[src/rtl/life_grid_engine.sv]
// life_grid_engine: W x H Game of Life grid evolved by a single row-sweep datapath.
// One row of update units processes one row per clock; a shadow copy of the grid
// is published at the end of each generation for the display reader.
// Optional feature macro: LIFE_HALT_ON_STABLE_EN (halt free-running evolution once
// a generation leaves every cell unchanged).
module life_grid_engine #(
    parameter int unsigned W     = 8,
    parameter int unsigned H     = 8,
    parameter int unsigned GEN_W = 16,
    parameter logic [W*H-1:0] INIT_PATTERN = '0
) (
    input  logic                         qzt_clk,
    input  logic                         rst,
    input  logic                         tick,
    input  logic                         run,
    input  logic                         step,
    input  logic                         wrap_en,
    input  logic                         load_we,
    input  logic [$clog2(H)-1:0]         load_row,
    input  logic [W-1:0]                 load_data,
    input  logic [9:0]                   rd_x,
    input  logic [9:0]                   rd_y,
    output logic                         rd_cell,
    output logic                         busy,
    output logic                         gen_done,
    output logic [GEN_W-1:0]             gen_count,
    output logic [$clog2(W*H+1)-1:0]     population,
    output logic                         extinct,
    output logic                         overrun,
    output logic                         stable
);

    localparam int unsigned RW = $clog2(H);
    localparam int unsigned XW = $clog2(W);
    localparam int unsigned PW = $clog2(W*H+1);

    typedef enum logic [1:0] {IDLE, SWEEP, DONE} state_t;

    state_t         state_q;
    logic [RW-1:0]  row_q;
    logic [W-1:0]   grid_q   [H];
    logic [W-1:0]   shadow_q [H];
    logic [W-1:0]   prev_q;
    logic [W-1:0]   row0_save_q;
    logic           wrap_q;
    logic [PW-1:0]  pop_acc_q;

    logic [RW-1:0]  dn_idx_c;
    logic [W-1:0]   up_row_c;
    logic [W-1:0]   dn_row_c;
    logic [W-1:0]   new_row_c;
    logic [PW-1:0]  row_pop_c;
    logic           load_c;
    logic           start_c;

    // B3/S23 update of one row given its upper and lower neighbour rows.
    function automatic logic [W-1:0] life_row(input logic [W-1:0] up,
                                              input logic [W-1:0] cur,
                                              input logic [W-1:0] dn,
                                              input logic         wrap);
        logic [W+1:0] eu, ec, ed;
        logic [3:0]   n;
        logic [W-1:0] res;
        eu  = {wrap & up[0],  up,  wrap & up[W-1]};
        ec  = {wrap & cur[0], cur, wrap & cur[W-1]};
        ed  = {wrap & dn[0],  dn,  wrap & dn[W-1]};
        res = '0;
        for (int x = 0; x < int'(W); x++) begin
            n = 4'(eu[x]) + 4'(eu[x+1]) + 4'(eu[x+2]) + 4'(ec[x]) + 4'(ec[x+2])
              + 4'(ed[x]) + 4'(ed[x+1]) + 4'(ed[x+2]);
            res[x] = (n == 4'd3) | (cur[x] & (n == 4'd2));
        end
        return res;
    endfunction

    // Number of live cells in one row.
    function automatic logic [PW-1:0] row_popcount(input logic [W-1:0] v);
        logic [PW-1:0] s;
        s = '0;
        for (int x = 0; x < int'(W); x++) begin
            s = s + PW'(v[x]);
        end
        return s;
    endfunction

    // Neighbour row selection and the new-row datapath for the current sweep row.
    always_comb begin
        dn_idx_c = (row_q == RW'(H-1)) ? '0 : row_q + 1'b1;
        up_row_c = prev_q;
        if (!wrap_q && (row_q == '0)) begin
            up_row_c = '0;
        end
        dn_row_c = grid_q[dn_idx_c];
        if (row_q == RW'(H-1)) begin
            dn_row_c = wrap_q ? row0_save_q : '0;
        end
        new_row_c = life_row(up_row_c, grid_q[row_q], dn_row_c, wrap_q);
        row_pop_c = row_popcount(new_row_c);
    end

    // Loads only land while idle and take priority over a start request.
    assign load_c  = (state_q == IDLE) && load_we;
    assign start_c = (state_q == IDLE) && !load_we && ((run && tick && !stable) || step);

    // Control FSM, grid/shadow storage and generation statistics.
    always_ff @(posedge qzt_clk or posedge rst) begin
        if (rst) begin
            state_q     <= IDLE;
            row_q       <= '0;
            prev_q      <= '0;
            row0_save_q <= '0;
            wrap_q      <= 1'b0;
            pop_acc_q   <= '0;
            busy        <= 1'b0;
            gen_done    <= 1'b0;
            gen_count   <= '0;
            population  <= '0;
            extinct     <= 1'b0;
            overrun     <= 1'b0;
            for (int i = 0; i < int'(H); i++) begin
                grid_q[i]   <= INIT_PATTERN[W*i +: W];
                shadow_q[i] <= INIT_PATTERN[W*i +: W];
            end
        end else begin
            gen_done <= 1'b0;
            case (state_q)
                IDLE: begin
                    if (load_c) begin
                        if (32'(load_row) < H) begin
                            grid_q[load_row]   <= load_data;
                            shadow_q[load_row] <= load_data;
                        end
                        overrun <= 1'b0;
                    end else if (start_c) begin
                        row0_save_q <= grid_q[0];
                        prev_q      <= grid_q[H-1];
                        row_q       <= '0;
                        wrap_q      <= wrap_en;
                        pop_acc_q   <= '0;
                        busy        <= 1'b1;
                        state_q     <= SWEEP;
                    end
                end
                SWEEP: begin
                    grid_q[row_q] <= new_row_c;
                    prev_q        <= grid_q[row_q];
                    pop_acc_q     <= pop_acc_q + row_pop_c;
                    if (tick || step) begin
                        overrun <= 1'b1;
                    end
                    if (row_q == RW'(H-1)) begin
                        state_q <= DONE;
                    end else begin
                        row_q <= row_q + 1'b1;
                    end
                end
                DONE: begin
                    shadow_q   <= grid_q;
                    gen_count  <= gen_count + 1'b1;
                    population <= pop_acc_q;
                    extinct    <= (pop_acc_q == '0);
                    gen_done   <= 1'b1;
                    busy       <= 1'b0;
                    row_q      <= '0;
                    if (tick || step) begin
                        overrun <= 1'b1;
                    end
                    state_q    <= IDLE;
                end
                default: state_q <= IDLE;
            endcase
        end
    end

`ifdef LIFE_HALT_ON_STABLE_EN
    logic changed_q;

    // Track whether any cell changed during the sweep; publish at the end of the generation.
    always_ff @(posedge qzt_clk or posedge rst) begin
        if (rst) begin
            changed_q <= 1'b0;
            stable    <= 1'b0;
        end else if (load_c) begin
            stable <= 1'b0;
        end else if (start_c) begin
            changed_q <= 1'b0;
        end else if (state_q == SWEEP) begin
            changed_q <= changed_q | (|(new_row_c ^ grid_q[row_q]));
        end else if (state_q == DONE) begin
            stable <= ~changed_q;
        end
    end
`else
    assign stable = 1'b0;
`endif

    // Display read port from the shadow copy; off-grid coordinates read as dead.
    always_ff @(posedge qzt_clk or posedge rst) begin
        if (rst) begin
            rd_cell <= 1'b0;
        end else if ((32'(rd_x) < W) && (32'(rd_y) < H)) begin
            rd_cell <= shadow_q[rd_y[RW-1:0]][rd_x[XW-1:0]];
        end else begin
            rd_cell <= 1'b0;
        end
    end

endmodule

[config.mk]
export PLATFORM = sky130hd
export DESIGN_NAME = life_grid_engine
export DESIGN_NICKNAME = d
export VERILOG_FILES = /design/src/rtl/life_grid_engine.sv
export SDC_FILE = /design/constraint.sdc
export NUM_CORES = 1
export LEC_CHECK = 0
export ABC_AREA = 1
export BUFFER_PORTS_ARGS = -buffer_cell sky130_fd_sc_hd__buf_2
export CELL_PAD_IN_SITES_DETAIL_PLACEMENT = 1
export CELL_PAD_IN_SITES_GLOBAL_PLACEMENT = 2
export CORE_MARGIN = 5
export CORE_UTILIZATION = 40
export CTS_CLUSTER_DIAMETER = 30
export DETAILED_ROUTE_END_ITERATION = 12
export HOLD_SLACK_MARGIN = 0.02
export PLACE_DENSITY = 0.93
export SKIP_CTS_REPAIR_TIMING = 1
export SYNTH_ARGS = -nofsm -noshare
export SYNTH_HDL_FRONTEND = slang
export SYNTH_SLANG_ARGS = --single-unit
export TNS_END_PERCENT = 20
[constraint.sdc]
create_clock -name qzt_clk -period 11.6 [get_ports qzt_clk]
set_clock_uncertainty 0.2 [all_clocks]
set_input_delay 0 -clock qzt_clk [delete_from_list [all_inputs] [get_ports qzt_clk]]
set_output_delay 0 -clock qzt_clk [all_outputs]
set_load 0.02 [all_outputs]
-- Yosys cells after proc, flatten, opt, wreduce, memory -nomap -nowiden
Index checks and enable logic that the tools add are counted.
- multiplexer cells: 48
- reductions and logical operators: 28
- order comparisons: 9
- bitwise logic cells: 27
- equal/unequal tests: 25
- $add $sub $neg: 66
- operator list (cell ; number):
    64-bit one-hot mux with 2 select lines ; 2
    64-bit bitwise mux ; 3
    4-bit by 1-bit adder with 4-bit output ; 32
    64-bit 2-to-1 mux ; 2
    8-bit 2-to-1 mux ; 13
    8-bit binary-select mux with 3-bit select ; 3
    4-bit by 2-bit == test with 1-bit output, second input constant ; 16
    8-bit demux with 3-bit select ; 2
    3-bit by 1-bit adder with 4-bit output ; 9
    2-bit by 1-bit adder with 3-bit output ; 9
    10-bit by 4-bit < comparator with 1-bit output, second input constant ; 2
    1-bit by 1-bit adder with 2-bit output ; 9
    16-bit by 1-bit adder with 16-bit output, second input constant ; 1
    4-bit greater-or-equal comparator, second input constant ; 4
    3-bit NOT with 4-bit output ; 4
    8-bit one-hot mux with 2 select lines ; 1
    3-bit AND reduction ; 5
    1-bit AND ; 14
    7-bit 2-to-1 mux ; 2
    7-bit one-hot mux with 2 select lines ; 1
    3-bit 2-to-1 mux ; 4
    2-bit inequality test, second input constant ; 5
    3-bit one-hot mux with 3 select lines ; 1
    1-bit logical AND ; 8
    other kinds (29) ; 51
- logic and storage cells: 232
- bits of input ports: 38
- output and inout bits: 29
- bits in registers: 185

-- Logic depth before layout (Yosys ltp)
Gate-level depths: netlist (run 1).
- depth after elaboration: 23
- gate-level depth with buffers: 39
- mapped depth without buffers: 34

-- Least setup slack after synthesis (run 1)
OpenSTA, ideal clock, no wires.
- kind: register -> register
- from: reg row_q[0]
- to: reg pop_acc_q[6]
- data required time: 11.305 ns
- buffers on the path: 5
- clock period less this slack: 7.650 ns
- arrival: 7.355 ns
- stages on the path, launching flop included: 35
- setup slack: 3.950 ns
- library setup time: 0.095 ns
- path through: dfrtp_1 inv_2 buf_2 buf_2 buf_2 ha_1 inv_1 clkbuf_1 o211ai_1 nand3_1 nand3_1 o21ai_1 inv_1 fa_1 inv_1 fa_1 inv_1 fa_1 inv_1 ha_1 fa_1 nor2_1 o21a_1 clkbuf_1 nand2_1 fa_1 fa_1 fa_1 fa_1 inv_1 fa_1 nand4_1 o21ai_0 xor2_1 o31ai_1
- word-level cells in the longest chain between the ends: 23
- elaborated cells on any way between the ends: 118
- those cells by class: add/sub: 65; eq/ne: 17; mux: 10; bitwise: 24; reduce/logical: 2
- ends and longest elaborated chain (element ; line ; text):
    start, declared ; 40 ; logic [RW-1:0] row_q;
    start signal, assigned ; 154 ; row_q <= row_q + 1'b1;
    3-bit zero test (tied with other cells) ; 90 ; if (!wrap_q && (row_q == '0)) begin
    1-bit logical AND / 3-bit 2-to-1 mux (equally long branches) ; 90, 88 ;
    8-bit 2-to-1 mux / 3-bit NOT with 4-bit output (equally long branches) ; 90, 93 ;
    1-bit AND / 8-bit binary-select mux with 3-bit select (equally long branches) ; 64, 93 ;
    1-bit by 1-bit adder with 2-bit output / 8-bit 2-to-1 mux (equally long branches) ; 69, 93 ;
    2-bit by 1-bit adder with 3-bit output / 8-bit 2-to-1 mux (equally long branches) ; 69, 93 ;
    3-bit by 1-bit adder with 4-bit output / 8-bit 2-to-1 mux (equally long branches) ; 69, 94 ;
    4-bit by 1-bit adder with 4-bit output / 1-bit AND (equally long branches) ; 69, 66 ;
    (+7 left out) ; -- ;
    2-bit by 1-bit adder with 3-bit output ; 81 ; s = s + PW'(v[x]);
    3-bit by 1-bit adder with 4-bit output ; 81 ;
    4-bit by 1-bit adder with 5-bit output ; 81 ;
    5-bit by 1-bit adder with 6-bit output ; 81 ;
    6-bit by 1-bit adder with 7-bit output ; 81 ;
    7-bit by 1-bit adder with 7-bit output * ; 81 ;
    7-bit adder * ; 147 ; pop_acc_q <= pop_acc_q + row_pop_c;
    7-bit one-hot mux with 2 select lines * ; 126 ; case (state_q)
    end signal, assigned ; 147 ;
    end, declared ; 46 ; logic [PW-1:0] pop_acc_q;
Every way passes the cells marked *; elsewhere a longest branch is shown, timed or not. The select of a mux whose other input is x is not followed.
A chain may end at the register's enable or synchronous reset.

-- Worst setup path in the final report (run 1)
Same ends and word-level chain as after synthesis.

==> results of run 1 <==
[registers in the layout, indices dropped and copies added (netlist names)]
register	count
population	7
row_q	3
grid_q	64
overrun	1
wrap_q	1
shadow_q	64
prev_q	8
pop_acc_q	7
rd_cell	1
row0_save_q	8
gen_done	1
extinct	1
gen_count	16
state_q	2
busy	1
[area by class of cell]
cell class,count,area (sq um),area share (%)
flip-flops and latches,185,4630,33.0
repair buffers,102,671,4.78
clock buffers,19,453,3.23
well taps,402,503,3.59
multi-input cells,1219,6910,49.3
clock inverters,13,128,0.910
inverters,192,731,5.21
[path summary, 6_finish.rpt]
kind | startpoint | end | slack (ns) | cells after the start
worst max-delay path | row_q[0]$_DFFE_PP0P_ | pop_acc_q[6]$_DFFE_PP0P_ | 2.70 | 30
worst min-delay path | rst | gen_count[8]$_DFFE_PP0P_ | 0.06 | 3
worst max register to register | row_q[0]$_DFFE_PP0P_ | pop_acc_q[6]$_DFFE_PP0P_ | 2.70 | 30
worst min register to register | gen_count[15]$_DFFE_PP0P_ | gen_count[15]$_DFFE_PP0P_ | 0.28 | 1
max in group asynchronous | rst | row0_save_q[4]$_DFFE_PP0P_ | 9.72 | 4
min in group qzt_clk | wrap_en | wrap_q$_DFFE_PP0P_ | 0.15 | 4
[per-stage QoR]
stage	hold WS, ns	util [%]	instance area, sq um	worst slack [ns]
6_report	0.0567	44.6	14000	2.70
5_1_grt	0.145	44.6	14000	2.22
4_1_cts	-0.422	43.7	13800	2.76
3_5_place_dp	0.0684	41.9	13200	2.77
3_3_place_gp	0.0566	41.9	13200	3.02
2_1_floorplan	-0.0492	-	12700	3.95
[synthesized netlist by cell type (25+ instances only)]
cell	n	area share, %
fa_1	37	5.8
dfrtp_1	185	36
clkbuf_1	43	1.3
inv_1	178	5.3
nand3_1	188	7.4
a31oi_1	95	4.7
buf_2	36	1.4
nand2_1	317	9.4
nor3_1	26	1.0
nand4_1	25	1.2
a22oi_1	34	2.0
o21ai_0	90	3.5
a21oi_1	90	3.5
nor2_1	170	5.0
ha_1	38	3.7
[worst max-delay path, delay by kind of cell, from the launching register on]
family	cells	cell delay (ns)
xor+xnor	1	0.16
compound gates	6	1.32
simple gates	5	0.59
fa+ha+maj	11	4.72
buf+inv	7	1.36
flops	1	0.41
[logic make-up (layout without fill, tap and decap cells)]
family          count (synthesis)  count (layout)  synth area share (%)
buf+inv                       285             326                  9.18
other cells                     1               1                0.0295
simple gates                  757             757                  26.0
fa+ha+maj                      75              75                  9.57
flops                         185             185                  36.4
xor+xnor                       15              15                  1.03
compound gates                371             371                  17.7
[metal layers]
metal / routed length (um) / global-route usage [%] / vias to the layer above
met5: 0 / 0 / -
met4: 1260 / 7.45 / 0
met3: 3670 / 5.30 / 79
met2: 23800 / 45.3 / 488
met1: 22500 / 39.3 / 6374
li1: - / - / 5731
==> results by group, run 1 <==
Timing
  • Max Clk Rate: 112 MHz
  • Hold Vio Cnt, Final: 0
  • Fin. max-slew vios: 0
  • RSZ-0062 raised after global routing: no
  • Worst slew margin: around 17%
  • Final period util: 76.7%
  • Setup TNS: 0 ns
  • Final setup viols: 0
  • Least-Margin Pin Slew: 1.23 ns
  • Minimum clock period: 8.90 ns

Setup path
  • Crit Path Class: flip-flop to flip-flop
  • Worst setup EP type: flip-flop
  • Critical Path Most Common Cell: fa_1
  • Largest stage delay, worst path: ~0.60 ns
  • Slowest CP cell: inv_2
  • CP max FO: 57
  • Startpoint Class: flip-flop
  • Arr. time, crit path: between 9 and 10 ns
  • Data required, critical path: 11.77 ns

Finish
  • Share of layout cells above drive strength 1: about a tenth
  • Cell Count, Final, Fillers Out: 2132
  • Commonest non-fill, non-tap cells in the layout: nand2_1 (317), nand3_1 (188), dfrtp_1 (184)
  • Nets@finish: ~1800
  • Fill cell count: 3916
  • Area growth syn-to-layout: 10.4%
  • ANT cells: 0
  • Commonest non-fill, non-tap cell in the layout: nand2_1

Detailed routing
  • First-pass DRT Iterations: 5
  • Post-route ant nets: 0
  • DRT Wirelength: ~50 mm
  • # DRC: 0
  • Via/cell ratio: a little under 6
  • Wire per inst: between 20 and 25 um
  • Vias: 12700
  • Iteration-0 DRC Markers: around 1200

Global route
  • Initial antenna violation count: 0
  • Number of global-route vias before repair: 12700
  • Congestion Overflow GR: 0
  • Pin count of the biggest net entering global routing: roughly 130
  • GR Util All Layers: 28.2%
  • First-pass GRT wire length: about 77 mm

Floorplan
  • IO Count: 67
  • FP Rows: 65
  • Initial Util: 40.4%
  • Die extent in y: 188 um
  • Die ar.: around 0.035 sq mm
  • Core region area: approximately 0.031 sq mm
  • Horiz. Die Dim: about 190 um

Logic synthesis
  • Sequential area share after synthesis: between 30% and 40%
  • Post-Syn Nets: roughly 1800
  • Top_reg_cell synth: dfrtp_1
  • Synth Area per Inst: around 7.5 sq um
  • EDFF count, synth: 0
  • Number of library cell types mapped by synthesis: 48
  • Synth warn: 0
  • Number of synthesized register bits: around 190
  • Cells after synthesis: 1689
  • Ys async rst share: 100%
  • Post-Syn Area: 0.0127 sq mm

Clock network
  • CTS HTree Levels: 4
  • Root buf cell: clkbuf_16
  • Clock-pin slew on the worst setup and hold paths: 0.09 ns
  • Clock Sinks: 185
  • CTS buffer count: 17
  • Clk Latency, worst-skew pair: about 0.47 ns
  • Clock Path Buffers: 2
  • CTS tree: built

Outcome
  • Outcome: finished, final reports clean

Placed design
  • Dpl cells: just over 2000
  • GP Congestion: just over 0.9
  • Port buffer count: 65
  • DP HPWL: about 37 mm

Flow run
  • Max Cap Viol: 0

Worst hold path
  • Worst Hold Class: primary input to async pin
Power of run 1 is not shown: default switching activity piles up to over one toggle a cycle in this logic, so the estimate is an artifact.
==> inputs of run 2 (changes only) <==
- CORE_UTILIZATION: 40 -> 33
- PLACE_DENSITY: 0.93 -> 0.83
- clock period: 11.6 -> 7.4 ns (I/O delays scaled with it)
==> run 2 against run 1 <==
Effect of this change:
- non-clock buffer count up 21
- die area up 20%
- sequential share of layout area down 0.87 points
- routed wire length up 0.38%
- maximum frequency up 26%
- critical path type unchanged
- largest cell class unchanged
==> results by group, run 2 (synthesis gave the netlist of run 1 again) <==
Clock network
  • Clock Path Buffers: 2
  • Root buf cell: clkbuf_16
  • Clk Latency, worst-skew pair: about 0.47 ns
  • CTS buffer count: 17
  • Clock Sinks: between 150 and 200
  • CTS HTree Levels: 4
  • Clock-pin slew on the worst setup and hold paths: 0.08 ns
  • CTS tree: built

Finish
  • Total area of sequential cells: ~0.0046 sq mm
  • Largest registers: grid_q: 64 flops, shadow_q: 64 flops, gen_count: 16 flops
  • Commonest non-fill, non-tap cells in the layout: nand2_1 (317), nand3_1 (188), dfrtp_1 (184)
  • Share of layout cells above drive strength 1: 11.3%
  • ANT cells: 0
  • Commonest non-fill, non-tap cell in the layout: nand2_1
  • Post-layout instance area: between 0.01 and 0.015 sq mm
  • Fill cell count: 4727
  • Area growth syn-to-layout: 13.4%
  • Nets@finish: ~1900
  • Multi-input logic area: about 0.007 sq mm

Floorplan
  • Die extent in y: just over 200 um
  • Initial Util: around a third
  • Horiz. Die Dim: a little over 200 um
  • Die ar.: ~0.043 sq mm
  • IO Count: 67
  • FP Rows: 71
  • Core region area: between 0.03 and 0.04 sq mm

Flow run
  • Max Cap Viol: 0

Global route
  • Congestion Overflow GR: 0
  • Number of global-route vias before repair: between 10000 and 15000
  • Initial antenna violation count: 0
  • First-pass GRT wire length: around 80 mm
  • Pin count of the biggest net entering global routing: between 100 and 150
  • GR Util All Layers: approximately a quarter

Setup path
  • Data required, critical path: 7.56 ns
  • Largest stage delay, worst path: between 0.5 and 0.6 ns
  • CP max FO: 11
  • Arr. time, crit path: approximately 7.2 ns
  • Crit Path Class: flip-flop to flip-flop
  • Critical Path Most Common Cell: fa_1
  • Slowest CP cell: fa_1
  • Worst setup EP type: flip-flop
  • R2r setup slk: 0.35 ns
  • Startpoint Class: flip-flop

Placed design
  • DP HPWL: between 30 and 40 mm
  • GP Congestion: around 0.91
  • Place WS: about 0.22 ns
  • Cell Area, Placed: 0.0134 sq mm
  • Port buffer count: 65

Timing
  • Max Clk Rate: about 140 MHz
  • Final period util: a little over nine tenths
  • Fin. max-slew vios: 0
  • Fin worst setup slack: between 0.3 and 0.4 ns
  • Final setup viols: 0
  • Least-Margin Pin Slew: around 1.2 ns
  • Worst slew margin: 16.5%
  • Hold Vio Cnt, Final: 0
  • Minimum clock period: roughly 7.1 ns

Detailed routing
  • Wire per inst: approximately 23 um
  • Via/cell ratio: approximately 5.6
  • Vias: around 13000
  • Post-route ant nets: 0
  • Iteration-0 DRC Markers: about 1000
  • First-pass DRT Iterations: 5
  • # DRC: 0
  • DRT Wirelength: 51.4 mm

Worst hold path
  • Worst Hold Class: primary input to async pin

Outcome
  • Outcome: finished, final reports clean
-- run 2: routing by layer --
layer | vias up | share of wire [%] | GRT usage, %
met1 | 6294 | 45 | 33.6
met4 | 0 | 3.2 | 7.60
li1 | 5780 | - | -
met2 | 446 | 46 | 38.8
met3 | 93 | 5.9 | 4.25
met5 | - | 0 | 0
-- run 2: final timing paths --
| kind | cells after the start | end | start |
|---|---|---|---|
| hold reg to reg | 2 | population[3]$_DFFE_PP0P_ | population[3]$_DFFE_PP0P_ |
| min in group qzt_clk | 4 | wrap_q$_DFFE_PP0P_ | wrap_en |
| setup / recovery | 32 | pop_acc_q[5]$_DFFE_PP0P_ | row_q[0]$_DFFE_PP0P_ |
| hold / removal | 3 | gen_count[8]$_DFFE_PP0P_ | rst |
| max in group asynchronous | 4 | row_q[0]$_DFFE_PP0P_ | rst |
| setup reg to reg | 32 | pop_acc_q[5]$_DFFE_PP0P_ | row_q[0]$_DFFE_PP0P_ |
-- run 2: per-stage QoR --
| step | setup TNS, ns | util [%] | hold WS, ns | instances |
|---|---|---|---|---|
| global placement | 0 | 35.5 | 0.0307 | 2198 |
| global route | -0.0716 | 38.1 | 0.116 | 2262 |
| CTS | 0 | 37.1 | -0.468 | 2230 |
| detailed placement | 0 | 35.5 | 0.0269 | 2198 |
| finish | 0 | 38.1 | 0.0350 | 2262 |
| floorplan | 0 | - | -0.0492 | 1689 |
-- run 2: area by class of cell --
| class | count | area share, % |
|---|---|---|
| Clock inverter | 13 | 0.938 |
| Inverter | 192 | 5.09 |
| Multi-Input combinational cell | 1219 | 48.4 |
| Tap cell | 511 | 4.44 |
| Timing Repair Buffer | 123 | 5.85 |
| Clock buffer | 19 | 3.14 |
| Sequential cell | 185 | 32.1 |
-- run 2: critical path: cells and delay by family, from the launching register on --
| family | cells | cell delay, ns |
|---|---|---|
| flops | 1 | 0.45 |
| simple gates | 10 | 0.99 |
| fa+ha+maj | 10 | 4.29 |
| buf+inv | 7 | 0.52 |
| compound gates | 5 | 0.50 |
Power of run 2 is left out for the same reason.
